--- src/rtl/spi_reg_bridge_pkg.sv ---
// Shared definitions for the SPI register bridge: FSM encoding, command byte
// field positions and the pointer-advance helper.
package spi_reg_pkg;

   localparam int CMD_RW_BIT = 7;
   localparam int ADDR_MSB   = 6;
   localparam int ADDR_W     = ADDR_MSB + 1;

   localparam logic [2:0] ST_IDLE_ENC = 3'd0;
   localparam logic [2:0] ST_CMD_ENC  = 3'd1;
   localparam logic [2:0] ST_WR_ENC   = 3'd2;
   localparam logic [2:0] ST_RD_ENC   = 3'd3;
   localparam logic [2:0] ST_SKIP_ENC = 3'd4;

   typedef enum logic [2:0] {
      ST_IDLE = ST_IDLE_ENC,
      ST_CMD  = ST_CMD_ENC,
      ST_WR   = ST_WR_ENC,
      ST_RD   = ST_RD_ENC,
      ST_SKIP = ST_SKIP_ENC
   } state_e;

   // Auto-increment with wrap from the last implemented register back to 0.
   function automatic logic [ADDR_W-1:0] ptr_next(input logic [ADDR_W-1:0] ptr,
                                                   input logic [ADDR_W-1:0] last);
      logic [ADDR_W-1:0] nxt;
      if (ptr == last) begin
         nxt = '0;
      end else begin
         nxt = ptr + 7'd1;
      end
      return nxt;
   endfunction

endpackage

--- src/rtl/spi_reg_bridge_if.sv ---
// Byte-level link between the SPI slave shift logic (master side) and the
// register bridge (slave side).
interface spi_reg_bridge_if;

   logic       frame_start;
   logic       frame_end;
   logic       rx_valid;
   logic [7:0] rx_data;
   logic [7:0] tx_data;
   logic       tx_load;

   modport master (
      output frame_start,
      output frame_end,
      output rx_valid,
      output rx_data,
      input  tx_data,
      input  tx_load
   );

   modport slave (
      input  frame_start,
      input  frame_end,
      input  rx_valid,
      input  rx_data,
      output tx_data,
      output tx_load
   );

endinterface

--- src/rtl/spi_reg_file.sv ---
// NREGS x 8 register bank with one write port and one combinational read port;
// register 0 is a constant identification value.
module spi_reg_file
   import spi_reg_pkg::*;
#(
   parameter int         NREGS     = 16,
   parameter logic [7:0] ID_VALUE  = 8'hA5,
   parameter logic [7:0] RST_VALUE = 8'h00
) (
   input  logic              clk50m,
   input  logic              rst_n,
   input  logic              we,
   input  logic [ADDR_W-1:0] waddr,
   input  logic [7:0]        wdata,
   input  logic [ADDR_W-1:0] raddr,
   output logic [7:0]        rdata,
   output logic [NREGS*8-1:0] regs_flat
);

   logic [7:0] mem_q [NREGS];
   logic [7:0] mem_d [NREGS];

   // Next-state of the bank; writes to register 0 never take effect.
   always_comb begin
      for (int k = 0; k < NREGS; k++) begin
         if (k == 0) begin
            mem_d[k] = ID_VALUE;
         end else if (we && (waddr == ADDR_W'(k))) begin
            mem_d[k] = wdata;
         end else begin
            mem_d[k] = mem_q[k];
         end
      end
   end

   // Bank storage with synchronous active-low reset.
   always_ff @(posedge clk50m) begin
      if (!rst_n) begin
         for (int k = 0; k < NREGS; k++) begin
            mem_q[k] <= (k == 0) ? ID_VALUE : RST_VALUE;
         end
      end else begin
         for (int k = 0; k < NREGS; k++) begin
            mem_q[k] <= mem_d[k];
         end
      end
   end

   // AND-OR read mux; an unimplemented address reads as zero.
   always_comb begin
      rdata = 8'h00;
      for (int k = 0; k < NREGS; k++) begin
         rdata = rdata | ((raddr == ADDR_W'(k)) ? mem_q[k] : 8'h00);
      end
   end

   genvar g;
   generate
      for (g = 0; g < NREGS; g++) begin : g_flat
         assign regs_flat[8*g +: 8] = mem_q[g];
      end
   endgenerate

endmodule

--- src/rtl/spi_reg_bridge.sv ---
// Frame decoder between the SPI slave receiver and a small register bank:
// command byte, then write data or dummy bytes that clock out read data.
module spi_reg_bridge
   import spi_reg_pkg::*;
#(
   parameter int         NREGS     = 16,
   parameter logic [7:0] ID_VALUE  = 8'hA5,
   parameter logic [7:0] RST_VALUE = 8'h00
) (
   input  logic               clk50m,
   input  logic               rst_n,
   spi_reg_bridge_if.slave    bus,
   input  logic               err_clr,
   output logic               busy,
   output logic               err_sticky,
   output logic [NREGS*8-1:0] regs_flat
);

   localparam logic [ADDR_W-1:0] LAST_ADDR = ADDR_W'(NREGS - 1);
   localparam logic [ADDR_W:0]   NREGS_L   = (ADDR_W + 1)'(NREGS);

   state_e            state_q, state_d, nxt_state;
   logic [ADDR_W-1:0] ptr_q, ptr_d;
   logic [7:0]        tx_data_q, tx_data_d;
   logic              tx_load_q, tx_load_d;
   logic              busy_q, busy_d;
   logic              err_q, err_d;

   logic              byte_v;
   logic              set_err;
   logic [ADDR_W-1:0] cmd_addr;
   logic [ADDR_W-1:0] ptr_inc;
   logic              we;
   logic [ADDR_W-1:0] waddr;
   logic [7:0]        wdata;
   logic [ADDR_W-1:0] raddr;
   logic [7:0]        rdata;

   spi_reg_file #(
      .NREGS     (NREGS),
      .ID_VALUE  (ID_VALUE),
      .RST_VALUE (RST_VALUE)
   ) u_file (
      .clk50m    (clk50m),
      .rst_n     (rst_n),
      .we        (we),
      .waddr     (waddr),
      .wdata     (wdata),
      .raddr     (raddr),
      .rdata     (rdata),
      .regs_flat (regs_flat)
   );

   // Frame decode: byte handling first, then frame_start / frame_end override the state.
   always_comb begin
      nxt_state = state_q;
      ptr_d     = ptr_q;
      tx_data_d = tx_data_q;
      tx_load_d = 1'b0;
      set_err   = 1'b0;
      we        = 1'b0;
      waddr     = ptr_q;
      wdata     = bus.rx_data;
      raddr     = ptr_q;
      cmd_addr  = bus.rx_data[ADDR_MSB:0];
      ptr_inc   = ptr_next(ptr_q, LAST_ADDR);
      // A byte arriving together with frame_start belongs to no frame.
      byte_v    = bus.rx_valid && !bus.frame_start;

      case (state_q)
         ST_CMD: begin
            if (byte_v) begin
               ptr_d = cmd_addr;
               if ({1'b0, cmd_addr} >= NREGS_L) begin
                  nxt_state = ST_SKIP;
                  set_err   = 1'b1;
               end else if (bus.rx_data[CMD_RW_BIT]) begin
                  nxt_state = ST_WR;
               end else begin
                  nxt_state = ST_RD;
                  raddr     = cmd_addr;
                  tx_data_d = rdata;
                  tx_load_d = 1'b1;
               end
            end else begin
               nxt_state = ST_CMD;
            end
         end
         ST_WR: begin
            if (byte_v) begin
               we    = 1'b1;
               ptr_d = ptr_inc;
            end else begin
               ptr_d = ptr_q;
            end
         end
         ST_RD: begin
            if (byte_v) begin
               ptr_d     = ptr_inc;
               raddr     = ptr_inc;
               tx_data_d = rdata;
               tx_load_d = 1'b1;
            end else begin
               ptr_d = ptr_q;
            end
         end
         ST_IDLE: nxt_state = ST_IDLE;
         ST_SKIP: nxt_state = ST_SKIP;
         default: nxt_state = ST_IDLE;
      endcase

      if (bus.frame_start) begin
         state_d = ST_CMD;
         ptr_d   = '0;
      end else if (bus.frame_end) begin
         state_d = ST_IDLE;
      end else begin
         state_d = nxt_state;
      end

      if (set_err) begin
         err_d = 1'b1;
      end else if (err_clr) begin
         err_d = 1'b0;
      end else begin
         err_d = err_q;
      end

      busy_d = (state_d != ST_IDLE);
   end

   // State, pointer and output registers with synchronous active-low reset.
   always_ff @(posedge clk50m) begin
      if (!rst_n) begin
         state_q   <= ST_IDLE;
         ptr_q     <= '0;
         tx_data_q <= 8'h00;
         tx_load_q <= 1'b0;
         busy_q    <= 1'b0;
         err_q     <= 1'b0;
      end else begin
         state_q   <= state_d;
         ptr_q     <= ptr_d;
         tx_data_q <= tx_data_d;
         tx_load_q <= tx_load_d;
         busy_q    <= busy_d;
         err_q     <= err_d;
      end
   end

   assign bus.tx_data = tx_data_q;
   assign bus.tx_load = tx_load_q;
   assign busy        = busy_q;
   assign err_sticky  = err_q;

endmodule

--- src/flat_wrapper.sv ---
// flat-port wrapper written by rule: the top's interface ports become plain ports
module spi_reg_bridge_flat import spi_reg_pkg::*;
#(
   parameter int         NREGS     = 16,
   parameter logic [7:0] ID_VALUE  = 8'hA5,
   parameter logic [7:0] RST_VALUE = 8'h00
)
  (clk50m, rst_n, err_clr, busy, err_sticky, regs_flat, bus_frame_start, bus_frame_end, bus_rx_valid, bus_rx_data, bus_tx_data, bus_tx_load);
  spi_reg_bridge_if bus_i ();
  input  logic clk50m;
  input  logic rst_n;
  input  logic err_clr;
  output logic busy;
  output logic err_sticky;
  output logic [NREGS*8-1:0] regs_flat;
  input wire logic [$bits(bus_i.frame_start)-1:0] bus_frame_start;
  input wire logic [$bits(bus_i.frame_end)-1:0] bus_frame_end;
  input wire logic [$bits(bus_i.rx_valid)-1:0] bus_rx_valid;
  input wire logic [$bits(bus_i.rx_data)-1:0] bus_rx_data;
  output wire logic [$bits(bus_i.tx_data)-1:0] bus_tx_data;
  output wire logic [$bits(bus_i.tx_load)-1:0] bus_tx_load;
  assign bus_i.frame_start = bus_frame_start;
  assign bus_i.frame_end = bus_frame_end;
  assign bus_i.rx_valid = bus_rx_valid;
  assign bus_i.rx_data = bus_rx_data;
  assign bus_tx_data = bus_i.tx_data;
  assign bus_tx_load = bus_i.tx_load;
  spi_reg_bridge #(.NREGS(NREGS), .ID_VALUE(ID_VALUE), .RST_VALUE(RST_VALUE)) u_core (.clk50m(clk50m), .rst_n(rst_n), .bus(bus_i), .err_clr(err_clr), .busy(busy), .err_sticky(err_sticky), .regs_flat(regs_flat));
endmodule
--- config.mk ---
export PLATFORM = sky130hd
export DESIGN_NAME = spi_reg_bridge_flat
export DESIGN_NICKNAME = d
export VERILOG_FILES = /design/src/rtl/spi_reg_bridge_pkg.sv /design/src/rtl/spi_reg_bridge_if.sv /design/src/rtl/spi_reg_file.sv /design/src/rtl/spi_reg_bridge.sv /design/src/flat_wrapper.sv
export SDC_FILE = /design/constraint.sdc
export NUM_CORES = 1
export LEC_CHECK = 0
export CORE_MARGIN = 10
export CORE_UTILIZATION = 50
export CTS_CLUSTER_DIAMETER = 60
export DETAILED_ROUTE_END_ITERATION = 12
export GPL_TIMING_DRIVEN = 1
export PLACE_DENSITY = 0.79
export SETUP_SLACK_MARGIN = 0.4
export SYNTH_ARGS = -nofsm -noshare
export SYNTH_HDL_FRONTEND = slang
export SYNTH_SLANG_ARGS = --single-unit
--- constraint.sdc ---
create_clock -name clk50m -period 4 [get_ports clk50m]
set_clock_uncertainty 0.2 [all_clocks]
set_input_delay 0.8 -clock clk50m [delete_from_list [all_inputs] [get_ports clk50m]]
set_output_delay 0.8 -clock clk50m [all_outputs]
set_load 0.02 [all_outputs]
Word-level counts from Yosys, hierarchy flattened
Memories as Yosys holds them, arrays and structs flattened. Cells that the tools add are included.

Word-level logic and storage cells: 184. Output and inout port bits: 139. Register bits: 21. Memory bits (writable): 128. Memories kept: 1.

Magnitude comparators: 1. Equality and inequality tests: 38. Add/subtract/negate cells: 1. Muxes and demuxes: 79. Bitwise operators: 32. Reductions and logical operators: 26.

Memory list: u_core.u_file.mem_q (depth 16, width 8, read ports 16, clocked after Yosys merged registers in 0, write ports 16, RTL line spi_reg_file.sv:20) `logic [7:0] mem_q [NREGS];`.

Operators by type and width (count): two-way mux 8 bit (51); bitwise OR 8 bit (15); == test 7 x 4 -> 1 bit (second input constant) (16); == test 7 x 3 -> 1 bit (second input constant) (8); two-way mux 7 bit (6); == test 7 x 2 -> 1 bit (second input constant) (4); case mux 7 bit (2 select lines) (2); logical AND 1 bit (16); bitwise OR 1 bit (16); case mux 8 bit (2 select lines) (1); == test 7 x 1 -> 1 bit (second input constant) (2); two-way mux 1 bit (13); two-way mux 3 bit (4); case mux 3 bit (3 select lines) (1); adder 7 x 1 -> 7 bit (second input constant) (1); greater-or-equal comparator 7 x 5 -> 1 bit (second input constant) (1); logical NOT 7 bit (1); == test 3 x 2 -> 1 bit (second input constant) (2); nonzero test 2 bit (3); AND reduction 5 bit (1); != test 2 x 1 -> 1 bit (second input constant) (2); != test 2 bit (second input constant) (2); OR reduction 2 bit (2); == test 3 x 1 -> 1 bit (second input constant) (1); 6 further kinds (6).

Depth between registers and ports, before layout
Gate-level depths: netlist (run 1).

Depth in word-level cells: 25. Gate-level depth with buffers: 12. Gate-level depth less buffers: 9.

By module
A second synthesis (run 1) with hierarchy kept.

Cells, all modules: 842. Area, all modules: 7235.7 µm².

Modules (own cells, without submodules): spi_reg_file (area each 5925.7 µm², cells an instance 675, instances 1); spi_reg_bridge (area each 1310.0 µm², cells an instance 167, instances 1).

Least setup slack after synthesis (run 1)
No wires, ideal clock.

Path kind: in2reg. Start point: in bus_rx_data[5]. End point: reg u_core.tx_data_q[2] (netlist: u_core.bus.tx_data[2]). Path buffers: 2. Stages: 10. Setup time: 0.131 ns. Setup slack: 0.755 ns. Data arrival time: 2.914 ns. Cell sequence: clkbuf_1 or4_1 o211ai_1 o211a_1 buf_2 mux2_2 nand3_1 nand3_1 a221oi_1 a31oi_1.

Word-level cells in the longest chain between the ends: 25. Elaborated cells on any way between the ends: 59. Those cells by class: 1 x order compare; 16 x eq/ne; 25 x mux; 15 x bitwise; 2 x reduce/logical.

RTL lines: from (decl) (RTL line flat_wrapper.sv:19) `input wire logic [$bits(bus_i.rx_data)-1:0] bus_rx_data;`; greater-or-equal comparator 7 x 5 -> 1 bit / two-way mux 7 bit (equally long branches) (RTL line spi_reg_bridge.sv:74, spi_reg_bridge.sv:77); two-way mux 7 bit (RTL line spi_reg_bridge.sv:74) `if ({1'b0, cmd_addr} >= NREGS_L) begin`; two-way mux 7 bit (RTL line spi_reg_bridge.sv:72) `if (byte_v) begin`; case mux 7 bit (2 select lines) (RTL line spi_reg_bridge.sv:70) `case (state_q)`; == test 7 x 1 -> 1 bit / logical NOT 7 bit (equally long branches) (RTL line spi_reg_file.sv:53) `rdata = rdata | ((raddr == ADDR_W'(k)) ? mem_q[k] : 8'h00);`; two-way mux 8 bit (RTL line spi_reg_file.sv:53); bitwise OR 8 bit (15 in series) (RTL line spi_reg_file.sv:53); two-way mux 8 bit (RTL line spi_reg_bridge.sv:77) `end else if (bus.rx_data[CMD_RW_BIT]) begin`; two-way mux 8 bit (RTL line spi_reg_bridge.sv:74); two-way mux 8 bit (RTL line spi_reg_bridge.sv:72); case mux 8 bit (2 select lines) (RTL line spi_reg_bridge.sv:70); to (signal assigned) (RTL line spi_reg_bridge.sv:144) `tx_data_q <= tx_data_d;`; to (decl) (RTL line spi_reg_bridge.sv:24) `logic [7:0] tx_data_q, tx_data_d;`.

Parallel ways exist; a longest one is shown, timed or not. The select of a mux whose other input is x is not followed. A chain may end at the register's enable or synchronous reset.

Final worst setup path (run 1)
Start point: in bus_rx_valid. End point: reg u_core.tx_data_q[2] (netlist: u_core.bus.tx_data[2]).

Word-level cells in the longest chain between the ends: 24. Elaborated cells on any way between the ends: 59. Those cells by class: 17 x eq/ne; 24 x mux; 15 x bitwise; 3 x reduce/logical.

RTL lines: from (decl) (RTL line flat_wrapper.sv:18) `input wire logic [$bits(bus_i.rx_valid)-1:0] bus_rx_valid;`; logical AND 1 bit (*) (RTL line spi_reg_bridge.sv:68) `byte_v = bus.rx_valid && !bus.frame_start;`; two-way mux 7 bit, on equally long branches; case mux 7 bit (2 select lines) (RTL line spi_reg_bridge.sv:70); == test 7 x 1 -> 1 bit / logical NOT 7 bit (equally long branches) (RTL line spi_reg_file.sv:53); two-way mux 8 bit (RTL line spi_reg_file.sv:53); bitwise OR 8 bit (15 in series) (RTL line spi_reg_file.sv:53); two-way mux 8 bit (RTL line spi_reg_bridge.sv:77); two-way mux 8 bit (RTL line spi_reg_bridge.sv:74); two-way mux 8 bit (RTL line spi_reg_bridge.sv:72); case mux 8 bit (2 select lines) (RTL line spi_reg_bridge.sv:70).

Every way passes the cells marked *; elsewhere a longest branch is shown, timed or not. The select of a mux whose other input is x is not followed.

==> results of run 1 <==
-- final cells by class --
cell class | count | area, µm² | share of cell area
Timing Repair Buffer | 207 | 1946 | 0.2081
Multi-Input combinational cell | 566 | 3770 | 0.4031
Tap cell | 176 | 220.2 | 0.02355
Clock inverter | 11 | 111.4 | 0.01191
Clock buffer | 19 | 452.9 | 0.04843
Inverter | 7 | 27.53 | 0.002944
Sequential cell | 141 | 2824 | 0.3020
-- Yosys cell counts (3+ instances only) --
master and n:
ha_1 4, buf_2 10, mux2i_1 136, nor3_1 10
dfxtp_1 141, inv_1 6, a22oi_1 7, a32o_1 7
and3_1 12, a31oi_1 7, nor3_4 3, a221oi_1 10
buf_4 11, nand3_1 30, clkbuf_1 32, nand2b_1 4
nand2_1 66, o21ai_0 14, nor2_1 155, o211ai_1 6
a32oi_1 6, or3_1 4, a21oi_1 14, buf_1 5
-- state kept, by name (all words and copies together), names as in the netlist --
register and flops:
u_core.bus.tx_data 8, u_core.bus.tx_load 1, u_core.busy 1, u_core.err_sticky 1, u_core.ptr_q 7, u_core.state_q 3
u_core.u_file.mem_q 120
-- metal layers --
layer,track usage,vias to the layer above,wire [µm]
li1,-,3059,-
met1,0.3347,3229,10570
met2,0.4275,371,11900
met3,0.07918,63,2334
met4,0.1089,0,808
met5,0,-,0
-- how the worst max path moves through the flow --
stage,startpoint,end,slack (ns),cells past startpoint
3_5_place_dp,bus_rx_data[7],u_core.bus.tx_data[2],-0.007,9
2_1_floorplan,bus_rx_data[5],u_core.bus.tx_data[2],0.76,10
5_1_grt,bus_rx_valid,u_core.bus.tx_data[2],0.38,11
3_3_place_gp,bus_rx_data[7],u_core.bus.tx_data[2],0.06,9
4_1_cts,bus_rx_data[7],u_core.bus.tx_data[2],0.42,9
6_report,bus_rx_valid,u_core.bus.tx_data[2],0.44,11
-- power breakdown --
part	switching (W)	internal [W]	leakage, nW	total [W]
Clock	0.000636	0.000891	0.266	0.00153
Sequential	0.00000336	0.00141	1.14	0.00141
Combinational	0.0000970	0.0000431	2.43	0.000140
-- critical path, delay by kind of cell --
kind	cells	cell delay [ns]
compound gates	5	1.16
buf+inv	3	0.93
simple gates	3	0.74
-- cell families after synthesis --
group,Yosys count
AND/OR/NAND/NOR,312
XOR/XNOR,4
other,2
adder cells (fa/ha/maj),4
buffers and inverters,67
AO/OA/AOI/OAI,101
multiplexers,137
flip-flops,141
-- through the flow --
stage	utilization	area (µm²)	setup slack (ns)	total power, W	std cells
CTS	0.6979	9315	0.4245	0.003078	1127
global route	0.7006	9351	0.3837	0.003148	1127
finish	0.7006	9351	0.4449	0.003077	1127
global placement	0.6552	8746	0.06392	0.001575	1097
detailed placement	0.6552	8746	-0.006846	0.001575	1097
floorplan	-	6879	0.7553	0.001525	774
-- repair_timing --
| action | in CTS | in global routing |
|---|---|---|
| cloned | 0 | 0 |
| gates resized for setup | 2 | 11 |
| setup endpoints to repair | 1 | 8 |
| endpoints found under the hold margin | 0 | 0 |
==> out/metrics.yaml, run 1 <==
status: "complete, no violations"
rows: 42
mostFrequentLayoutCells: "nor2_1 (154), clkdlybuf4s50_1 (143), dfxtp_1 (140)"
whs_endpoint: "u_core.err_sticky"
grt_pass1_wl_um: 38920
final_common_cell: "nor2_1"
synthFlopType: "dfxtp_1"
rr_worst_depth: 9
fillCellCount: 1054
grt_pass1_vias: 6693
htreeDepth: 4
tns_ns: 0
postCtsSetupRepairBufs: 0
yosys_warnings: 0
core_um2: 13350
worstPathArrival_ns: 3.64
numCtsBuffers: 17
antenna_found_initial: 0
required_ns: 4.08
p_per_area_nw_per_um2: 329.1
synthAdderAreaFrac: 0.007299
ys_seq_area_frac: 0.4117
routed_via_density: 5.965
dr_total_vias: 6722
drt_wl_total_um: 25610
hold_violations: 0
synth_compound_area_frac: 0.1128
endpoint_kind: "flip-flop"
gp_congestion: 0.9722
avgSynthCellArea_um2: 8.928
p_leak_nw: 3.835
clock_latency_ns: 0.42
dp_hpwl_um: 18490
reg2reg_slack_ns: 0.54
yosysTopAreaCell: "dfxtp_1"
min_path_type: "reg -> reg"
maxSlewHeadroom: 0.4693
syn_area_um2: 6857
cp_slowest_cell: "clkdlybuf4s50_1"
synthTopCellsByArea: "dfxtp_1 (41%), mux2i_1 (20%), nor2_1 (8.5%)"
grtUsageTotal: 0.2692
syn_inst: 768
io_buffers: 144
die_h_um: 137.1
worstReg2RegEnd: "u_core.bus.tx_data[2]"
synth_edf_count: 0
diodes: 0
synthArstFlopShare: 0
clkSinkCount: 141
grt-ovfl-total: 0
synthMuxAreaShare: 0.2002
vdd_ir_drop_max_v: 0.0003839
max_cap_viol_count: 0
start_util: 0.5137
top_level_ports: 153
synth-simple-area-share: 0.2151
drtAntennaViolNets: 0
cts_tree: "built"
synth_top_family_by_area: "simple AND/OR/NAND/NOR gates"
clk_path_buf_depth: 2
hold_buffers: 0
startpoint_type: "primary input"
max_stage_delay_ns: 0.59
cp_max_fo: 11
drtIter0Drc: 748
synth_top_cell_area_share: 0.4117
synth_seq_cells: 141
crit_type: "in -> reg"
whs_ns: 0.3052
dieWidth_um: 137.1
reg2reg_from: "u_core.ptr_q[0]"
firstDrtPassIters: 8
hold_depth: 2
tightest_slew_ns: 0.7907
min_period_ns: 3.555
period_share: 0.8888
area_growth_pct: 36.39
synthDistinctLibCells: 71
grt_max_degree: 65
path_cells: "clkdlybuf4s50_1 > and3b_2 > a41oi_1 > a221oi_2 > a221o_1 > buf_12 > nor3_2 > buf_4 > a32o_1 > nor4bb_1 > a31oi_1"
hold_start: "u_core.err_sticky"
setup_viol: 0
final_net_count: 958
finalMaxSlewViolations: 0
wl_per_cell_um: 22.73
synth-xor-area-share: 0.005109
drc: 0
clk_transition_reported_paths_ns: 0.06
drive_above_1_share: 0.1283
die_area_um2: 18800
rsz0062_at_grt: "false"
fmax_mhz: 281.3
clockRootBuffer: "clkbuf_16"
No activity file was read; power rests on OpenSTA's default activity.
==> inputs of run 2 (changes only) <==
--- a/config.mk
+++ b/config.mk
@@ -14,4 +14,5 @@
 export SETUP_SLACK_MARGIN = 0.4
 export SYNTH_ARGS = -nofsm -noshare
 export SYNTH_HDL_FRONTEND = slang
+export SYNTH_HIERARCHICAL = 1
 export SYNTH_SLANG_ARGS = --single-unit
==> constraint.sdc (replaced) <==
create_clock -name clk50m -period 4.05 [get_ports clk50m]
set_clock_uncertainty 0.2 [all_clocks]
set_input_delay 0.81 -clock clk50m [delete_from_list [all_inputs] [get_ports clk50m]]
set_output_delay 0.81 -clock clk50m [all_outputs]
set_load 0.02 [all_outputs]
==> out/metrics.yaml, run 2 <==
grt-ovfl-total: 0
cp_slowest_cell: "or4_1"
drtIter0Drc: 769
clock_latency_ns: 0.43
max_stage_delay_ns: 0.47
grt_max_degree: 66
required_ns: 4.16
io_buffers: 144
syn_area_um2: 7236
startpoint_type: "primary input"
grt_pass1_wl_um: 42490
synth_seq_cells: 141
diodes: 0
reg2reg_slack_ns: 0.55
fillCellCount: 1079
whs_ns: 0.2712
dieWidth_um: 140.3
min_path_type: "reg -> reg"
finalMaxSlewViolations: 0
antenna_found_initial: 0
setup_viol: 0
grtUsageTotal: 0.2702
synthFlopType: "dfxtp_1"
tightest_slew_ns: 0.6834
firstDrtPassIters: 8
whs_endpoint: "u_core/u_file/mem_q[0][58]"
fmax_mhz: 281.4
synthTopCellsByArea: "dfxtp_1 (39%), mux2i_1 (7.6%), a21boi_0 (7.5%)"
worstPathArrival_ns: 3.66
largest_register_ffs: 120
drtAntennaViolNets: 0
yosysTopAreaCell: "dfxtp_1"
max_cap_viol_count: 0
crit_type: "in -> reg"
gp_congestion: 1.005
cts_tree: "built"
die_area_um2: 19680
grt_pass1_vias: 7293
clk_transition_reported_paths_ns: 0.06
hold_violations: 0
endpoint_kind: "flip-flop"
hold_start: "u_core/u_file/mem_q[0][58]"
vdd_ir_drop_max_v: 0.0002997
mostFrequentLayoutCells: "dfxtp_1 (140), clkdlybuf4s50_1 (138), nand2_1 (110)"
rr_worst_depth: 14
drc: 0
clk_path_buf_depth: 2
ys_seq_area_frac: 0.3901
final_common_cell: "dfxtp_1"
path_cells: "clkdlybuf4s50_1 > nor4_4 > buf_4 > buf_4 > o21ai_2 > a221o_1 > nor2b_1 > buf_12 > and3_1 > a22o_1 > or4_1 > nand2_1 > o21ai_0"
hold_depth: 2
rows: 43
dp.cells: 1169
numCtsBuffers: 17
wl_per_cell_um: 22.93
synth_top_cell_area_share: 0.3901
synth_edf_count: 0
drive_above_1_share: 0.1665
core_um2: 14040
clkSinkCount: 141
min_period_ns: 3.554
tns_ns: 0
critPathMostFrequentCell: "buf_4"
maxSlewHeadroom: 0.5444
p_leak_nw: 3.351
cp_max_fo: 12
drt_wl_total_um: 27680
routed_via_density: 6.123
area_growth_pct: 38.03
p_per_area_nw_per_um2: 312.2
largest_register: "u_core/u_file/mem_q"
start_util: 0.5153
yosys_warnings: 6
clockRootBuffer: "clkbuf_16"
final_net_count: 1029
period_share: 0.8775
final_cell_count_no_fill: 1207
syn_inst: 842
die_h_um: 140.3
worstReg2RegEnd: "u_core/bus.tx_data[4]"
top_level_ports: 153
rsz0062_at_grt: "true"
dr_total_vias: 7391
synthDistinctLibCells: 72
reg2reg_from: "u_core/ptr_q[0]"
htreeDepth: 4
avgSynthCellArea_um2: 8.593
status: "complete, no violations"
yosys.cell_count.top_type: "dfxtp_1"
utilization: 0.7112
synth_common_cells: "dfxtp_1 (141), nand2_1 (111), nand3_1 (93), a21boi_0 (72), nor2b_1 (59)"
synthArstFlopShare: 0
dp_hpwl_um: 19370
==> run 2: cell count changes after synthesis, sizes merged, moves of 16 or more <==
| cell | previous run | this run |
|---|---|---|
| nand3 | 30 | 94 |
| nor2 | 157 | 18 |
| nand2 | 66 | 111 |
| nor2b | 2 | 61 |
| mux2i | 136 | 55 |
| clkbuf | 32 | 48 |
| a22oi | 7 | 27 |
| a21boi | 1 | 72 |
==> run 2: cell type report <==
type | instances | area, µm² | share of cell area
inverters | 7 | 26.28 | 0.002631
clock inverters | 12 | 135.1 | 0.01353
repair buffers | 220 | 2098 | 0.2101
clock buffers | 20 | 436.7 | 0.04372
well taps | 180 | 225.2 | 0.02255
multi-input cells | 627 | 4242 | 0.4247
flip-flops and latches | 141 | 2824 | 0.2828
==> run 2: through the flow <==
| stage | instance area, µm² | power, W | setup slack [ns] |
|---|---|---|---|
| 2_1_floorplan | 7258 | 0.001525 | 0.4266 |
| 3_3_place_gp | 9195 | 0.001604 | -0.4039 |
| 3_5_place_dp | 9195 | 0.001604 | -0.4528 |
| 4_1_cts | 9927 | 0.003125 | 0.3952 |
| 5_1_grt | 9987 | 0.003191 | 0.3873 |
| 6_report | 9987 | 0.003118 | 0.4962 |
==> run 2: kinds of logic (layout without fill, tap and decap cells) <==
logic type | count (synthesis) | after routing | share of synthesized area
and+or+nand+nor | 353 | 353 | 0.2654
AOI/OAI and AO/OA | 198 | 198 | 0.1959
DFF | 141 | 141 | 0.3901
buffers and inverters | 80 | 259 | 0.05101
muxes | 67 | 67 | 0.09476
other | 2 | 8 | 0.001038
adders and majority gates | 1 | 1 | 0.001729
==> run 2: routing by layer <==
metal	vias to the layer above	wire (µm)	track usage
li1	3368	-	-
met1	3494	11420	0.3508
met2	465	12400	0.4079
met3	64	2930	0.07505
met4	0	934	0.1201
met5	-	0	0
==> run 2: worst max-delay path: cells and delay by family <==
| kind | cells | cell delay, ns |
|---|---|---|
| buffers and inverters | 4 | 0.89 |
| AO/OA/AOI/OAI | 4 | 0.73 |
| AND/OR/NAND/NOR | 5 | 1.21 |
==> run 2: worst max path at each step <==
| stage | startpoint | end | cells after the start |
|---|---|---|---|
| final | bus_rx_data[5] | u_core/bus.tx_data[4] | 13 |
| after global routing | bus_rx_data[5] | u_core/bus.tx_data[4] | 14 |
| after CTS | bus_frame_start | u_core/bus.tx_data[4] | 14 |
| after detailed placement | bus_rx_data[4] | u_core/bus.tx_data[4] | 13 |
| after global placement | bus_rx_data[4] | u_core/bus.tx_data[3] | 13 |
| after floorplan | bus_rx_data[4] | u_core/bus.tx_data[0] | 12 |
==> run 2: power by group <==
group / switching, W / total [W] / internal, W
sequential: 0.00000357 / 0.00139 / 0.00139
clock: 0.000617 / 0.00153 / 0.000910
combinational: 0.000126 / 0.000197 / 0.0000718
total: 0.000746 / 0.00312 / 0.00237
==> run 2: what timing repair did <==
action | in CTS | in global routing
pin swaps | 8 | 5
setup buffers | 5 | 1
gates resized for setup | 30 | 16
endpoints found under the setup margin | 6 | 8
gates cloned | 0 | 0
hold buffers | 0 | 0
